<file path="src/rtl/spi_pkg.sv">
// Shared constants, FSM state encoding and the sclk half-period lookup for the SPI master.
// Latency: n/a (declarations only).
// Backpressure: n/a.
package spi_pkg;

  localparam int DATA_W = 16;                   // frame length in bits
  localparam int CNT_W  = $clog2(DATA_W) + 1;   // bit counter, reaches DATA_W
  localparam int HALF_W = 5;                    // holds the largest half period (16)

  typedef enum logic [1:0] {
    IDLE  = 2'd0,
    SETUP = 2'd1,
    XFER  = 2'd2,
    DONE  = 2'd3
  } state_t;

  // Half sclk period in clk cycles: 00->2, 01->4, 10->8, 11->16.
  function automatic logic [HALF_W-1:0] half_of(input logic [1:0] freq_sel);
    return HALF_W'(2) << freq_sel;
  endfunction

endpackage

</file>
<file path="src/rtl/spi_clk_gen.sv">
// Half-period counter: emits a one-cycle tick every `half` clk cycles while enabled.
// Latency: first tick `half` cycles after en rises; counter clears whenever en is low.
// Backpressure: none; free-running while en=1.
//   clk   in  1       system clock
//   rst_n in  1       asynchronous active-low reset
//   en    in  1       count enable (low holds the counter at zero)
//   half  in  HALF_W  half period latched by the owner at frame start
//   tick  out 1       strobe marking the end of each half period
module spi_clk_gen
  import spi_pkg::*;
(
  input  logic              clk,
  input  logic              rst_n,
  input  logic              en,
  input  logic [HALF_W-1:0] half,
  output logic              tick
);

  logic [HALF_W-1:0] cnt;

  assign tick = en && (cnt == half - 1'b1);

  always_ff @(posedge clk or negedge rst_n) begin
    if (!rst_n) begin
      cnt <= '0;
    end else if (!en || tick) begin
      cnt <= '0;
    end else begin
      cnt <= cnt + 1'b1;
    end
  end

endmodule

</file>
<file path="src/rtl/spi_master_slave.sv">
// SPI mode-1 master: one 16-bit MSB-first full-duplex frame per start pulse, TX word staged separately.
// Latency: cs_bar low for 1 + H + 32*H + H cycles; rx_valid/tx_done pulse as cs_bar rises.
// Backpressure: slave_rx_start ignored while a frame is in flight; TX staging accepted at any time.
//   clk, reset                 clock and asynchronous active-low reset
//   slave_rx_start             start pulse; slave_tx_start + input_reg_data stage the next TX word
//   freq_control               sclk rate select, latched at frame start
//   cs_bar, sclk, din_mosi     SPI outputs; dout_miso is the SPI input
//   output_reg_data, rx_valid  received word and its one-cycle strobe; tx_done flags a staged word sent
module spi_master_slave
  import spi_pkg::*;
(
  input  logic              clk,
  input  logic              reset,
  input  logic              slave_rx_start,
  input  logic              slave_tx_start,
  input  logic [DATA_W-1:0] input_reg_data,
  input  logic              dout_miso,
  input  logic [1:0]        freq_control,
  output logic              cs_bar,
  output logic              sclk,
  output logic              din_mosi,
  output logic [DATA_W-1:0] output_reg_data,
  output logic              rx_valid,
  output logic              tx_done
);

  state_t            state, state_nxt;
  logic [HALF_W-1:0] half_q;
  logic [DATA_W-1:0] tx_buf, tx_sh, rx_sh;
  logic              tx_pend, frame_has_tx;
  logic [CNT_W-1:0]  bit_cnt;
  logic              arm;
  logic              tick, clk_en, start_ok, last_fall;

  // cs_bar falls one cycle before the half-period counter starts, so chip
  // select always leads the setup interval by a full clk cycle.
  assign clk_en    = (state != IDLE) && !arm;
  assign start_ok  = (state == IDLE) && slave_rx_start;
  assign last_fall = (state == XFER) && tick && sclk && (bit_cnt == CNT_W'(DATA_W - 1));

  spi_clk_gen u_clk_gen (
    .clk   (clk),
    .rst_n (reset),
    .en    (clk_en),
    .half  (half_q),
    .tick  (tick)
  );

  always_ff @(posedge clk or negedge reset) begin
    if (!reset) begin
      state <= IDLE;
    end else begin
      state <= state_nxt;
    end
  end

  always_comb begin
    state_nxt = state;
    case (state)
      IDLE:    if (slave_rx_start) state_nxt = SETUP;
      SETUP:   if (tick)           state_nxt = XFER;
      XFER:    if (last_fall)      state_nxt = DONE;
      DONE:    if (tick)           state_nxt = IDLE;
      default:                     state_nxt = IDLE;
    endcase
  end

  always_ff @(posedge clk or negedge reset) begin
    if (!reset) begin
      cs_bar          <= 1'b1;
      sclk            <= 1'b0;
      din_mosi        <= 1'b0;
      output_reg_data <= '0;
      rx_valid        <= 1'b0;
      tx_done         <= 1'b0;
      half_q          <= '0;
      tx_buf          <= '0;
      tx_pend         <= 1'b0;
      tx_sh           <= '0;
      rx_sh           <= '0;
      frame_has_tx    <= 1'b0;
      bit_cnt         <= '0;
      arm             <= 1'b0;
    end else begin
      rx_valid <= 1'b0;
      tx_done  <= 1'b0;
      arm      <= 1'b0;

      if (slave_tx_start) begin
        tx_buf  <= input_reg_data;
        tx_pend <= 1'b1;
      end

      case (state)
        IDLE: begin
          if (start_ok) begin
            half_q       <= half_of(freq_control);
            tx_sh        <= tx_pend ? tx_buf : '0;
            frame_has_tx <= tx_pend;
            // A word presented in the start cycle belongs to the next frame.
            if (!slave_tx_start) tx_pend <= 1'b0;
            bit_cnt      <= '0;
            cs_bar       <= 1'b0;
            arm          <= 1'b1;
          end
        end
        XFER: begin
          // Each bit is a low half followed by a high half; mosi changes on
          // the rise, miso is captured on the fall.
          if (tick) begin
            if (!sclk) begin
              sclk     <= 1'b1;
              din_mosi <= tx_sh[DATA_W-1];
              tx_sh    <= {tx_sh[DATA_W-2:0], 1'b0};
            end else begin
              sclk     <= 1'b0;
              rx_sh    <= {rx_sh[DATA_W-2:0], dout_miso};
              bit_cnt  <= bit_cnt + 1'b1;
            end
          end
        end
        DONE: begin
          if (tick) begin
            cs_bar          <= 1'b1;
            din_mosi        <= 1'b0;
            output_reg_data <= rx_sh;
            rx_valid        <= 1'b1;
            tx_done         <= frame_has_tx;
          end
        end
        default: ;
      endcase
    end
  end

endmodule

</file>
<file path="config.mk">
export PLATFORM = sky130hd
export DESIGN_NAME = spi_master_slave
export DESIGN_NICKNAME = d
export VERILOG_FILES = /design/src/rtl/spi_pkg.sv /design/src/rtl/spi_clk_gen.sv /design/src/rtl/spi_master_slave.sv
export SDC_FILE = /design/constraint.sdc
export NUM_CORES = 1
export LEC_CHECK = 0
export CORE_ASPECT_RATIO = 0.6
export CORE_MARGIN = 5
export CORE_UTILIZATION = 38
export DETAILED_ROUTE_END_ITERATION = 6
export HOLD_SLACK_MARGIN = 0.05
export PLACE_DENSITY = 0.69
export SLEW_MARGIN = 10
export SYNTH_ARGS = -nofsm -noshare
export SYNTH_HDL_FRONTEND = slang
export SYNTH_SLANG_ARGS = --single-unit
</file>
<file path="constraint.sdc">
create_clock -name clk -period 4.15 [get_ports clk]
set_clock_uncertainty 0.05 [all_clocks]
set_input_delay 0.415 -clock clk [delete_from_list [all_inputs] [get_ports clk]]
set_output_delay 0.415 -clock clk [all_outputs]
set_load 0.02 [all_outputs]
</file>
Yosys cells after proc, flatten, opt, wreduce, memory -nomap -nowiden:

Cells that the tools add are included.

* output and inout bits: 21
* memory bits (read-only): 0
* register bits: 89
* input port bits: 23
* memory bits (writable): 0
* latch bits: 0
* logic and storage cells: 89
* memories kept: 0

* multiplexer cells: 33
* add/subtract/negate cells: 3
* multipliers: 0
* shifts and indexed selects: 1
* bitwise logic cells: 0
* div/mod/pow operators: 0
* reduce and logical (&&, ||, !) cells: 23
* equal/unequal tests: 13
* magnitude comparators: 0

Operators by type and width (count)
* $mux W16: 4
* $pmux W16 S2: 1
* $mux W5: 4
* $mux W1: 16
* $ne A2 B2 Y1 const B: 8
* $reduce_and A4 Y1: 4
* $add A5 B1 Y5 const B: 2
* $pmux W5 S2: 1
* $mux W2: 4
* $pmux W2 S4: 1
* $reduce_bool A2 Y1: 4
* $logic_and A1 B1 Y1: 6
* $reduce_and A2 Y1: 3
* $reduce_and A3 Y1: 2
* $eq A5 B4 Y1 const B: 1
* $eq A5 B5 Y1: 1
* $shl A2 B2 Y5 const A: 1
* $sub A5 B1 Y5 const B: 1
* $eq A2 B2 Y1 const B: 2
* $pmux W1 S2: 2
* $eq A2 B1 Y1 const B: 1
* $logic_not A1 Y1: 2
* $logic_not A2 Y1: 1
* $logic_or A1 B1 Y1: 1

Logic depth before layout (Yosys ltp):

Gate-level depths: netlist of run 1.

* depth in word-level cells: 8
* depth in mapped cells: 10
* mapped depth without buffers: 7

Cells and area by module:

From an unflattened synthesis of run 1, not the netlist that was laid out.

* cells, all modules: 307
* area total of the unflattened synthesis: 3814.9 um2

By module, submodules not included
* spi_master_slave: sequential area each 2078.2 um2, times used 1, area an instance 3462.1 um2, cells an instance 269
* spi_clk_gen: sequential area each 125.1 um2, times used 1, area an instance 352.8 um2, cells an instance 38

Least setup slack after synthesis of run 1:

No wires, ideal clock.

* path kind: reg2reg
* start: register state[0]
* end: register rx_sh[14]
* data arrival time: 2.223 ns
* library setup time: 0.128 ns
* buffers on the path: 2
* data required time: 3.972 ns
* clock period less this slack: 2.401 ns
* path slack: 1.749 ns
* cell stages (with the launch flop): 9
* cell sequence: dfrtp_1 inv_1 ha_1 or2_1 clkbuf_1 nor4_4 nand2_4 buf_6 mux2_1

* longest elaborated chain between the ends: 4
* elaborated cells between the ends (all ways): 5
* classes of those cells: eq/ne (1); reduce/logical (4)

RTL lines
* start: declaration: line spi_master_slave.sv:27 `state_t state, state_nxt;`
* start signal: assignment: line spi_master_slave.sv:53 `state <= state_nxt;`
* $reduce_bool A2 Y1: line spi_master_slave.sv:37 `assign clk_en = (state != IDLE) && !arm;`
* $logic_and A1 B1 Y1: line spi_master_slave.sv:37
* $logic_and A1 B1 Y1: line spi_clk_gen.sv:21 `assign tick = en && (cnt == half - 1'b1);`
* $reduce_and A3 Y1 (no source line) (*)
* end signal: assignment: line spi_master_slave.sv:117 `rx_sh <= {rx_sh[DATA_W-2:0], dout_miso};`
* end: declaration: line spi_master_slave.sv:29 `logic [DATA_W-1:0] tx_buf, tx_sh, rx_sh;`

Mark *: on every way between the ends. The rest lies on a longest branch, timed or not.
A chain may end at the register's enable or synchronous reset.

Worst setup path after layout of run 1:

* start: register state[0]
* end: register tx_sh[9]

* longest elaborated chain between the ends: 5
* elaborated cells between the ends (all ways): 12
* classes of those cells: eq/ne (4); mux (1); reduce/logical (7)

RTL lines
* $reduce_bool A2 Y1: line spi_master_slave.sv:37
* $logic_and A1 B1 Y1: line spi_master_slave.sv:37
* $logic_and A1 B1 Y1: line spi_clk_gen.sv:21
* $ne A2 B2 Y1 (no source line)
* $reduce_and A4 Y1 (no source line)
* end signal: assignment: line spi_master_slave.sv:98 `tx_sh <= tx_pend ? tx_buf : '0;`
* end signal: assignment: line spi_master_slave.sv:114 `tx_sh <= {tx_sh[DATA_W-2:0], 1'b0};`
* end: declaration: line spi_master_slave.sv:29

Several ways; a longest one is shown, not always the timed one.

==> qor.yml, run 1 <==
finish:
  final_common_cell: "dfrtp_1"
  final_cell_mix: "87 x dfrtp_1, 42 x clkdlybuf4s50_1, 39 x mux2_2, 24 x nor3_1, 18 x a21oi_1"
  syn_to_final_growth_pct: 22.13
  nets: 389
  drive_gt1_frac: 0.2176
  fin_area_sq_um: 4743
  antennaDiodeCount: 0
clock_tree:
  cts_sinks: 88
  cts-root-buf: "clkbuf_16"
  clockBufferDepth: 2
  postCtsSetupRepairBufs: 0
  worstSkewPairLatency_ns: 0.34
  cts_buffers: 9
  cts.htree.levels: 3
  postCtsHoldBufs: 0
  cts_resized: 0
  cts_tree: "done"
  clk_pin_slew_ns: 0.06
grt:
  track_usage: 0.1297
  grt_overflow: 0
  antenna_found_initial: 0
  grt_pass1_vias: 2570
  grt_first_pass_wirelength_mm: 12.82
  grt_max_degree: 66
critical_path:
  start_kind: "flip-flop"
  cpPeakStageDelay_ns: 0.69
  crit_required_ns: 4.32
  cp_top_family: "simple AND/OR/NAND/NOR gates"
  worst-path-buf-inv: 1
  worst_path_most_repeated_cell: "nor3_1"
  slowest_stage: "or4_1"
  path_cells: "inv_1, ha_1, mux2i_1, or2_2, or4_1, nor3_1, nor3_1"
  critical_path_class: "flip-flop to flip-flop"
  worstPathMaxFanout: 16
  r2r_setup_slack_ns: 1.33
  r2r-end: "tx_sh[9]"
  crit_path_end_kind: "flip-flop"
  worst_ep_arrival_time_ns: 2.98
  rr_worst_depth: 7
  worstReg2RegStart: "state[0]"
pwr:
  leakagePower_uw: 0.002180
  power_uw: 2721
  p_clk_frac: 0.307
  seqPwrFrac: 0.433
  power_frac_comb: 0.261
  power_density_nw_per_um2: 573.7
  switching_power_uw: 899.6
  peakVddDrop_mv: 0.2367
  power.share.switching: 0.3306
  internal-power_uw: 1822
place:
  place_congestion: 0.7278
  place_hpwl_mm: 4.909
  numPortBuffers: 43
  pre_cts_ws_ns: 1.352
  place_area_sq_um: 4431
die:
  die_y_microns: 88.31
  die_w_microns: 140.5
  initial_core_util: 0.3917
  coreArea_sq_um: 9915
  io_pins: 44
  fp.dieArea_sq_um: 12410
  rows: 28
routing:
  wire_per_inst_microns: 15.00
  vias: 2521
  post_drt_via_cell_ratio: 5.062
  wl_mm: 7.472
  drc: 0
  drtIter0Drc: 157
  drtPass1Iterations: 4
  ant_nets: 0
sta:
  setup_violations: 0
  fmax_mhz: 354.8
  layout_setup_ws_ns: 1.332
  fin_crit_sh: 0.6791
  setup_tns_ns: 0
  worst_slew_pin_slew_ns: 0.8337
  slew_headroom: 0.4442
  drv_slew: 0
  whs_ns: 0.1101
  rsz0062_at_grt: "false"
  hold_viol: 0
  period_minus_slack_ns: 2.818
logic_synthesis:
  synth_nets: 348
  synth-warning-count: 0
  synth_cell_types: 43
  ys_seq_area_frac: 0.5673
  syn_inst: 317
  netlist_area_sq_um: 3884
  synth_edf_count: 0
  synth_seq_cells: 88
  postSynthAreaPerCell_sq_um: 12.25
  ys.flop_type: "dfrtp_1"
  synthArstFlopShare: 1.000
outcome:
  status: "finished clean"
flow_run:
  maxCapViolations: 0
worst_hold_path:
  hold_path.class: "input port to async pin"
## cells in the mapped netlist, types with 2 or more instances
| master | number | area (sq um) |
|---|---|---|
| a211oi_1 | 14 | 105.1 |
| a21o_1 | 2 | 15.01 |
| a21oi_1 | 18 | 90.09 |
| and3_1 | 4 | 25.02 |
| buf_2 | 4 | 20.02 |
| clkbuf_1 | 11 | 41.29 |
| dfrtp_1 | 87 | 2177 |
| ha_1 | 8 | 100.1 |
| inv_1 | 11 | 41.29 |
| mux2_2 | 39 | 439.2 |
| mux2_4 | 9 | 135.1 |
| mux2i_1 | 3 | 30.03 |
| nand2_1 | 17 | 63.81 |
| nand3_1 | 7 | 35.03 |
| nand3b_1 | 2 | 15.01 |
| nor2_1 | 17 | 63.81 |
| nor3_1 | 24 | 120.1 |
| nor3_2 | 2 | 20.02 |
| o21ai_0 | 8 | 40.04 |
| xnor2_1 | 4 | 35.03 |
| xor2_1 | 4 | 35.03 |
## per-layer routing
layer / vias to the layer above / part of all wire / GRT usage
met5: - / 0 / 0
met4: 0 / 0.011 / 0.04222
met3: 12 / 0.048 / 0.04158
met2: 49 / 0.43 / 0.1901
met1: 1248 / 0.51 / 0.1842
li1: 1212 / - / -
## power groups by stage
stage	Sequential (uW)	Combinational, uW	Clock [uW]
floorplan	1160	532	0
global placement	1190	681	0
detailed placement	1190	706	0
CTS	1180	717	859
global route	1200	804	887
finish	1180	709	834
## stage by stage
stage          std cells  utilization
3_3_place_gp         482       0.4469
4_1_cts              498       0.4784
6_report             498       0.4784
5_1_grt              498       0.4784
3_5_place_dp         482       0.4469
2_1_floorplan        317            -
## registers in the layout, summed over array words and instances, names as in the netlist, 2 cells and up
name	cells
u_clk_gen.cnt	5
state	2
output_reg_data	16
tx_sh	16
half_q	4
rx_sh	16
bit_cnt	5
tx_buf	16
## final cells by class
cell class,count,area (sq um)
clock buffer,10,239.0
inverter,12,45.04
fill,886,5171
clock inverter,6,73.82
sequential,88,2203
multi-input combinational,201,1563
tap,135,168.9
timing repair buffer,46,450.4
## cell families after synthesis
logic type | Yosys count | share of synthesized area
buffers and inverters | 28 | 0.03028
AO/OA/AOI/OAI | 49 | 0.08087
AND/OR/NAND/NOR | 83 | 0.1134
XOR/XNOR | 9 | 0.02384
multiplexers | 52 | 0.1585
flip-flops | 88 | 0.5673
adder cells (fa/ha/maj) | 8 | 0.02577
## how the worst max path moves through the flow
stage | from | endpoint | slack, ns | cells after the start
after floorplan | state[0] | rx_sh[14] | 1.75 | 8
after global placement | slave_rx_start | tx_sh[0] | 1.44 | 6
after detailed placement | state[0] | tx_sh[10] | 1.35 | 7
after CTS | state[0] | tx_sh[5] | 1.34 | 7
after global routing | state[0] | tx_sh[15] | 1.09 | 7
final | state[0] | tx_sh[9] | 1.33 | 7
(Power assumes the default switching activity.)
==> inputs of run 2 (changes only) <==
Settings changed: PLACE_DENSITY 0.69 to 0.71.
Clock period 4.15 ns to 2.32 ns, I/O delays scaled along.
==> qor.yml, run 2 (synthesis gave the netlist of run 1 again) <==
outcome:
  status: "finished clean"
routing:
  drtPass1Iterations: 4
  drc: 0
  ant_nets: 0
  drtIter0Drc: 172
  wire_per_inst_microns: 15.13
  vias: 2559
  wl_mm: 7.806
  post_drt_via_cell_ratio: 4.959
finish:
  utilization: 0.5030
  final_cell_mix: "87 x dfrtp_1, 42 x clkdlybuf4s50_1, 39 x mux2_2, 23 x nor3_1"
  syn_to_final_growth_pct: 28.41
  final_common_cell: "dfrtp_1"
  drive_gt1_frac: 0.2703
  antennaDiodeCount: 0
  nets: 407
critical_path:
  path_cells: "inv_1, ha_4, xor2_2, nand4_4, nor4_4, nand2_4, buf_12, mux2_4"
  cp_top_family: "simple AND/OR/NAND/NOR gates"
  worst-path-buf-inv: 2
  slowest_stage: "nor4_4"
  crit_path_end_kind: "flip-flop"
  cpPeakStageDelay_ns: 0.44
  crit_required_ns: 2.49
  worst_ep_arrival_time_ns: 2.41
  start_kind: "flip-flop"
  critical_path_class: "flip-flop to flip-flop"
  worstPathMaxFanout: 15
  r2r_setup_slack_ns: 0.08
die:
  io_pins: 44
  coreArea_sq_um: 9915
  die_w_microns: 140.5
  initial_core_util: 0.3917
  fp.dieArea_sq_um: 12410
  die_y_microns: 88.31
  rows: 28
clock_tree:
  cts_tree: "done"
  clk_pin_slew_ns: 0.07
  cts-root-buf: "clkbuf_16"
  cts_sinks: 88
  cts_buffers: 9
  clockBufferDepth: 2
  cts.htree.levels: 3
  worstSkewPairLatency_ns: 0.34
sta:
  fin_crit_sh: 0.9654
  setup_tns_ns: 0
  slew_headroom: 0.5519
  period_minus_slack_ns: 2.240
  drv_slew: 0
  hold_viol: 0
  worst_slew_pin_slew_ns: 0.6673
  setup_violations: 0
  layout_setup_ws_ns: 0.08020
  fmax_mhz: 446.5
grt:
  antenna_found_initial: 0
  grt_overflow: 0
  use_met3: 0.03942
  grt_max_degree: 50
  track_usage: 0.1318
  grt_pass1_vias: 2585
  grt.met2_usage: 0.2010
  grt-busiest-layer: "met2"
  grt_util_met1: 0.1807
  grt_first_pass_wirelength_mm: 12.97
place:
  place_congestion: 0.8107
  pre_cts_ws_ns: -0.03834
  numPortBuffers: 43
  place_hpwl_mm: 5.177
pwr:
  peakVddDrop_mv: 0.5141
  power_uw: 5139
  leakagePower_uw: 0.002282
  power_density_nw_per_um2: 1030
worst_hold_path:
  hold_path.class: "input port to async pin"
flow_run:
  maxCapViolations: 0
## run 2: changes by cell type in the layout (fill, tap and decap cells not counted), sizes merged
cell / before / now
clkbuf: 10 / 9
dlygate4sd3: 0 / 1
clkinvlp: 0 / 1
inv: 15 / 14
buf: 4 / 21
bufinv: 1 / 2
## run 2: layout make-up
type,instances,area (sq um)
clock buffer,9,225.2
inverter,12,45.04
timing repair buffer,64,625.6
fill,872,4927
clock inverter,7,102.6
tap,135,168.9
multi-input combinational,201,1617
sequential,88,2203
## run 2: path summary, 6_finish.rpt
| path | from | end | cells after the start |
|---|---|---|---|
| min in group clk | cs_bar | cs_bar | 2 |
| worst max register to register | half_q[1] | rx_sh[10] | 8 |
| worst min-delay path | reset | u_clk_gen.cnt[3] | 2 |
| max in group asynchronous | reset | tx_sh[10] | 3 |
| worst min register to register | cs_bar | cs_bar | 2 |
| worst max-delay path | half_q[1] | rx_sh[10] | 8 |
## run 2: layer usage
metal | vias to the layer above | part of all wire
met1 | 1250 | 0.48
met2 | 55 | 0.45
li1 | 1244 | -
met5 | - | 0
met3 | 10 | 0.057
met4 | 0 | 0.012
## run 2: timing repair
item | in CTS | in global routing
resized for setup | 1 | 3
endpoints found under the setup margin | 24 | 31
hold buffers | 1 | 0
pin swaps | 0 | 4
buffers inserted | 1 | 6
hold endpoints to repair | 47 | 0
## run 2: power by group
group / switching [uW] / total [uW] / internal, uW
clock network: 612 / 1570 / 954
registers: 267 / 2120 / 1850
logic: 808 / 1450 / 644
## run 2: per-stage QoR
step	std cells	cell area (sq um)	hold WS, ns
2_1_floorplan	317	3919	-0.1136
3_3_place_gp	492	4556	0.2357
3_5_place_dp	492	4556	0.2436
4_1_cts	510	4908	0.4169
5_1_grt	516	4987	0.4616
6_report	516	4987	0.4134
